### src/rtl/miriscv_data_arbiter.sv
// miriscv_data_arbiter: shares the core data-memory port between two masters
// (M0 = LSU, M1 = debug/DMA). One transaction outstanding; request fields are
// registered on grant and the response is routed back to the granted master.
// Optional feature: define MIRISCV_DATA_ARB_TIMEOUT_EN to abandon a transaction
// after TIMEOUT_CYCLES busy cycles without data_rvalid_i.
module miriscv_data_arbiter #(
  parameter int unsigned XLEN           = 32,
  parameter bit          FIXED_PRIO     = 1'b0,
  parameter int unsigned TIMEOUT_CYCLES = 256
) (
  input  logic              clk_i,
  input  logic              arstn_i,

  input  logic              m0_req_i,
  input  logic              m0_we_i,
  input  logic [XLEN/8-1:0] m0_be_i,
  input  logic [XLEN-1:0]   m0_addr_i,
  input  logic [XLEN-1:0]   m0_wdata_i,
  output logic              m0_rvalid_o,
  output logic [XLEN-1:0]   m0_rdata_o,

  input  logic              m1_req_i,
  input  logic              m1_we_i,
  input  logic [XLEN/8-1:0] m1_be_i,
  input  logic [XLEN-1:0]   m1_addr_i,
  input  logic [XLEN-1:0]   m1_wdata_i,
  output logic              m1_rvalid_o,
  output logic [XLEN-1:0]   m1_rdata_o,

  output logic              data_req_o,
  output logic              data_we_o,
  output logic [XLEN/8-1:0] data_be_o,
  output logic [XLEN-1:0]   data_addr_o,
  output logic [XLEN-1:0]   data_wdata_o,
  input  logic              data_rvalid_i,
  input  logic [XLEN-1:0]   data_rdata_i,

  output logic              arb_busy_o,
  output logic              arb_timeout_o
);

  typedef enum logic [1:0] {
    IDLE  = 2'd0,
    BUSY0 = 2'd1,
    BUSY1 = 2'd2
  } state_t;

  state_t state, state_next;
  logic   last_grant, last_grant_next;  // 0: M0 granted last, 1: M1 granted last
  logic   abort, abort_next;
  logic   grant0, grant1;
  logic   timeout_hit;

`ifdef MIRISCV_DATA_ARB_TIMEOUT_EN
  localparam int unsigned CW = $clog2(TIMEOUT_CYCLES);
  logic [CW-1:0] tmo_cnt;

  // Busy-cycle counter; restarts on every grant and on completion
  always_ff @(posedge clk_i or negedge arstn_i) begin
    if (!arstn_i) begin
      tmo_cnt <= '0;
    end else if (state == IDLE || data_rvalid_i || timeout_hit) begin
      tmo_cnt <= '0;
    end else begin
      tmo_cnt <= tmo_cnt + CW'(1);
    end
  end

  // A real response in the final cycle wins over the abandon
  assign timeout_hit = (state != IDLE) && !data_rvalid_i &&
                       (tmo_cnt == CW'(TIMEOUT_CYCLES - 1));
`else
  assign timeout_hit = 1'b0;
`endif

  // State, arbitration history and kill flag
  always_ff @(posedge clk_i or negedge arstn_i) begin
    if (!arstn_i) begin
      state      <= IDLE;
      last_grant <= 1'b1;
      abort      <= 1'b0;
    end else begin
      state      <= state_next;
      last_grant <= last_grant_next;
      abort      <= abort_next;
    end
  end

  // Arbitration, next state and response routing
  always_comb begin
    state_next      = state;
    last_grant_next = last_grant;
    abort_next      = abort;
    grant0          = 1'b0;
    grant1          = 1'b0;
    m0_rvalid_o     = 1'b0;
    m1_rvalid_o     = 1'b0;
    m0_rdata_o      = '0;
    m1_rdata_o      = '0;
    unique case (state)
      IDLE: begin
        if (m0_req_i && m1_req_i) begin
          if (FIXED_PRIO || last_grant) grant0 = 1'b1;
          else                          grant1 = 1'b1;
        end else if (m0_req_i) begin
          grant0 = 1'b1;
        end else if (m1_req_i) begin
          grant1 = 1'b1;
        end
        if (grant0) begin
          state_next      = BUSY0;
          last_grant_next = 1'b0;
          abort_next      = 1'b0;
        end else if (grant1) begin
          state_next      = BUSY1;
          last_grant_next = 1'b1;
          abort_next      = 1'b0;
        end
      end
      BUSY0: begin
        if (data_rvalid_i || timeout_hit) begin
          m0_rvalid_o = !abort;
          m0_rdata_o  = (data_rvalid_i && !abort) ? data_rdata_i : '0;
          state_next  = IDLE;
          abort_next  = 1'b0;
        end else if (!m0_req_i) begin
          abort_next  = 1'b1;
        end
      end
      BUSY1: begin
        if (data_rvalid_i || timeout_hit) begin
          m1_rvalid_o = !abort;
          m1_rdata_o  = (data_rvalid_i && !abort) ? data_rdata_i : '0;
          state_next  = IDLE;
          abort_next  = 1'b0;
        end else if (!m1_req_i) begin
          abort_next  = 1'b1;
        end
      end
      default: state_next = IDLE;
    endcase
  end

  // Memory-side request registers; fields only load on a grant
  always_ff @(posedge clk_i or negedge arstn_i) begin
    if (!arstn_i) begin
      data_req_o   <= 1'b0;
      data_we_o    <= 1'b0;
      data_be_o    <= '0;
      data_addr_o  <= '0;
      data_wdata_o <= '0;
    end else if (grant0) begin
      data_req_o   <= 1'b1;
      data_we_o    <= m0_we_i;
      data_be_o    <= m0_be_i;
      data_addr_o  <= m0_addr_i;
      data_wdata_o <= m0_wdata_i;
    end else if (grant1) begin
      data_req_o   <= 1'b1;
      data_we_o    <= m1_we_i;
      data_be_o    <= m1_be_i;
      data_addr_o  <= m1_addr_i;
      data_wdata_o <= m1_wdata_i;
    end else if (state != IDLE && (data_rvalid_i || timeout_hit)) begin
      data_req_o   <= 1'b0;
    end
  end

  assign arb_busy_o    = (state != IDLE);
  assign arb_timeout_o = timeout_hit;

endmodule

### config.mk
export PLATFORM = sky130hd
export DESIGN_NAME = miriscv_data_arbiter
export DESIGN_NICKNAME = d
export VERILOG_FILES = /design/src/rtl/miriscv_data_arbiter.sv
export SDC_FILE = /design/constraint.sdc
export NUM_CORES = 1
export LEC_CHECK = 0
export BUFFER_PORTS_ARGS = -buffer_cell sky130_fd_sc_hd__buf_2
export CORE_AREA = 2 2 120 122
export DETAILED_ROUTE_END_ITERATION = 10
export DIE_AREA = 0 0 122 124
export PLACE_DENSITY = 0.66
export SYNTH_ARGS = -nofsm -noshare
export SYNTH_HDL_FRONTEND = slang
export SYNTH_SLANG_ARGS = --single-unit
### constraint.sdc
create_clock -name clk_i -period 2.85 [get_ports clk_i]
set_clock_uncertainty 0.05 [all_clocks]
set_input_delay 0.4275 -clock clk_i [delete_from_list [all_inputs] [get_ports clk_i]]
set_output_delay 0.4275 -clock clk_i [all_outputs]
set_load 0.01 [all_outputs]
==> results by group <==
Synth
  • Leading area contributor after synthesis: dfrtp_1
  • Avg Inst Size Synth: ~10 um2
  • Synth Instances: between 400 and 500
  • Area of the mapped netlist: roughly 0.0045 mm2
  • Seq cells post-synth: between 70 and 80
  • Yosys cell types: 29
  • Top-area cell type share of the netlist area: about two fifths
  • Post-synth EDFFs: 0
  • Seq/Total Area, Yosys: between 40% and 50%
  • Synth async-reset ratio: between 90% and 100%
  • Ys Warns: 0
  • Area contributors post-synth: dfrtp_1 (40%), a22o_1 (13%), o2bb2ai_1 (13%), o21bai_1 (11%), and3_1 (8.8%)
  • Most used DFF post-synth: dfrtp_1
  • Syn_nets: between 600 and 700

Worst setup path
  • Crit Path Max Fanout: 34
  • R2r endpoint: data_addr_o[16]$_DFFE_PN0P_
  • R2R Setup Slk: 0.75 ns
  • FF-to-FF Start: state[0]$_DFFE_PN0P_
  • Critical Path RT: 2.37 ns
  • CP Class: reg -> out
  • Critical path startpoint category: flop
  • Worst R2R Path Depth: 6
  • Arrival time worst endpoint: just under 2 ns
  • Critical Path End Type: output pin
  • Critical path origin: state[1]$_DFFE_PN0P_

Power and ir drop
  • Clock share of power: 19.5%
  • Max IR drop VDD: approximately 430 uV
  • Seq pwr share: about 29%
  • Internal power: around 4 mW
  • Leak: around 3.6 nW
  • Comb pwr share: approximately half
  • Power density cells: about 1000 mW/mm2
  • Net Sw Power: about 2.8 mW
  • Sw frac: slightly above 40%

Timing
  • Fin crit period: roughly 2.5 ns
  • Worst slew margin relative to its limit: ~36%
  • Post-route clock period utilization: 86.1%
  • Final Hold Fails: 0
  • F_max: around 410 MHz
  • Setup Viol. Count Final: 0
  • Setup TNS: 0 ns
  • Final slew viol count: 0
  • Final hold slack: between 0.2 and 0.25 ns
  • RSZ-0062 raised after global routing: false
  • Min setup slack post-route: between 0.3 and 0.4 ns
  • Slew @ Worst Pin: 0.958 ns

GRT
  • Overflow after GRT: 0
  • Vias in the first global route: ~4,600
  • GR Util met2: a little under two fifths
  • GR Util All Layers: 20.9%
  • GRT met3 Usage: a little over 5%
  • Routing usage on met1: a little under a quarter
  • GRT Max-Usage Layer: met2
  • First-pass GRT wire length: between 20,000 and 25,000 um
  • Initial antenna violation count: 2
  • Largest net degree at the start of global routing: 75

Job
  • Max Cap Violations: 0

Layout
  • Final instance area: between 0.006 and 0.007 mm2
  • Share of cells above drive strength 1: 48.5%
  • Area growth, synth to finish: 42.5%
  • Fin nets: slightly below 900

Routing
  • Post-route DRC violation count: 0
  • Routed Antenna Nets: 0
  • Vias: between 4,000 and 5,000
  • Vias/cell: 5.39
  • Total Wirelength: approximately 17,000 um
  • 1st-iter DRT viols: 212
  • DR WL/cell: around 19 um
  • Router iterations before antenna repair: 5

Clocking
  • CTS sink cnt: 74
  • CTS tree: yes
  • Max Buffers Root-to-Sink: 2
  • Hold buffers post-CTS: 0
  • TritonCTS Buffers: 9
  • CTS clk-pin slew, worst paths: approximately 0.060 ns
  • # Post-CTS Setup Buffers: 0
  • H-tree depth: 3
  • Root Driver: clkbuf_16
  • Resized cells post-CTS: 0
  • Clk Latency, worst-skew pair: between 0.3 and 0.4 ns

Placement
  • Port Buffer Count: ~310
  • Placement Setup Slack: ~0.73 ns
  • Final HPWL DP: between 10,000 and 15,000 um
  • Placed instance area: slightly above 0.006 mm2
  • GP Congestion: 0.787

Floorplanning
  • Core Region: between 0.01 and 0.015 mm2
  • # IOs: roughly 310
  • Die area: approximately 0.015 mm2
  • Die width: around 120 um
  • Starting Density: about 33%
  • Die extent in y: 124 um
  • # rows: 43

Status
  • Status: complete, no violations

Worst hold path
  • Hold crit path type: in -> async
power by group through the flow:
stage / registers [mW] / logic [mW] / clock network, mW
6_report: 1.94 / 3.49 / 1.31
3_3_place_gp: 1.94 / 3.42 / 0
5_1_grt: 2.00 / 3.79 / 1.39
2_1_floorplan: 2.12 / 2.11 / 0
4_1_cts: 1.94 / 3.52 / 1.34
3_5_place_dp: 1.94 / 3.52 / 0
layout make-up:
class | instances | area [um2]
multi-input combinational | 301 | 2380
clock buffer | 10 | 239
antenna | 1 | 2.50
timing repair buffer | 323 | 1660
fill | 1360 | 7250
tap | 180 | 225
sequential | 74 | 1850
clock inverter | 5 | 103
inverter | 3 | 11.3
layer usage:
metal | routed length, um | vias to the layer above
met3 | 1290 | 29
met5 | 0 | -
met4 | 463 | 0
li1 | - | 2255
met1 | 6590 | 2334
met2 | 8540 | 221
Yosys cell counts (2+ instances only):
| cell | instances |
|---|---|
| dfrtp_1 | 73 |
| nor2_1 | 2 |
| o21bai_1 | 69 |
| o21a_1 | 2 |
| buf_4 | 2 |
| buf_2 | 16 |
| and2_1 | 3 |
| clkbuf_1 | 32 |
| a22o_1 | 69 |
| buf_6 | 9 |
| o21ai_0 | 3 |
| nand2_1 | 3 |
| o2bb2ai_1 | 69 |
| ha_1 | 5 |
| nor2b_1 | 2 |
| and3_1 | 64 |
| inv_1 | 3 |
per-stage QoR:
step	power, mW	cells	util (%)
detailed placement	5.46	881	44.7
global placement	5.35	881	44.7
floorplan	4.23	438	-
CTS	6.79	896	47.2
finish	6.73	897	47.2
global route	7.17	896	47.2
how the worst max path moves through the flow:
| stage | slack, ns | end | cells past startpoint |
|---|---|---|---|
| 6_report | 0.39 | m0_rdata_o[9] | 4 |
| 3_5_place_dp | 0.73 | data_addr_o[16]$_DFFE_PN0P_ | 6 |
| 2_1_floorplan | 1.21 | data_wdata_o[13]$_DFFE_PN0P_ | 7 |
| 3_3_place_gp | 0.79 | data_wdata_o[29]$_DFFE_PN0P_ | 6 |
| 5_1_grt | 0.26 | m0_rdata_o[19] | 4 |
| 4_1_cts | 0.40 | m0_rdata_o[9] | 4 |
flip-flops by register name (all words and copies together), names as in the netlist:
name and cells:
data_wdata_o 32, data_be_o 4, state 2, last_grant 1, data_we_o 1, abort 1
data_req_o 1, data_addr_o 32
logic make-up after synthesis:
group | count (synthesis) | share of synthesized area [%]
other | 1 | 0.0826
DFF | 74 | 40.8
buffers and inverters | 63 | 7.33
AOI/OAI and AO/OA | 218 | 39.9
adders and majority gates | 5 | 1.38
and+or+nand+nor | 77 | 10.5
cell usage in the layout, fill, tap and decap left out, types with 2 or more instances in the layout:
cell | Yosys | final
o21bai_1 | 69 | 69
o21ai_0 | 3 | 3
bufinv_16 | 0 | 3
dfrtp_1 | 73 | 73
and2_1 | 3 | 2
nor2_1 | 2 | 2
a22o_1 | 69 | 69
clkbuf_16 | 0 | 9
buf_4 | 2 | 12
buf_2 | 16 | 310
o2bb2ai_1 | 69 | 69
nand2_2 | 0 | 2
inv_1 | 3 | 3
and3_1 | 64 | 64
ha_1 | 5 | 5
critical path, cell delays in order (launching register included):
cell	delay, ns
dfrtp_1	0.42
inv_1	0.11
ha_1	0.71
and3_1	0.28
buf_2	0.13
(Power assumes the default switching activity.)
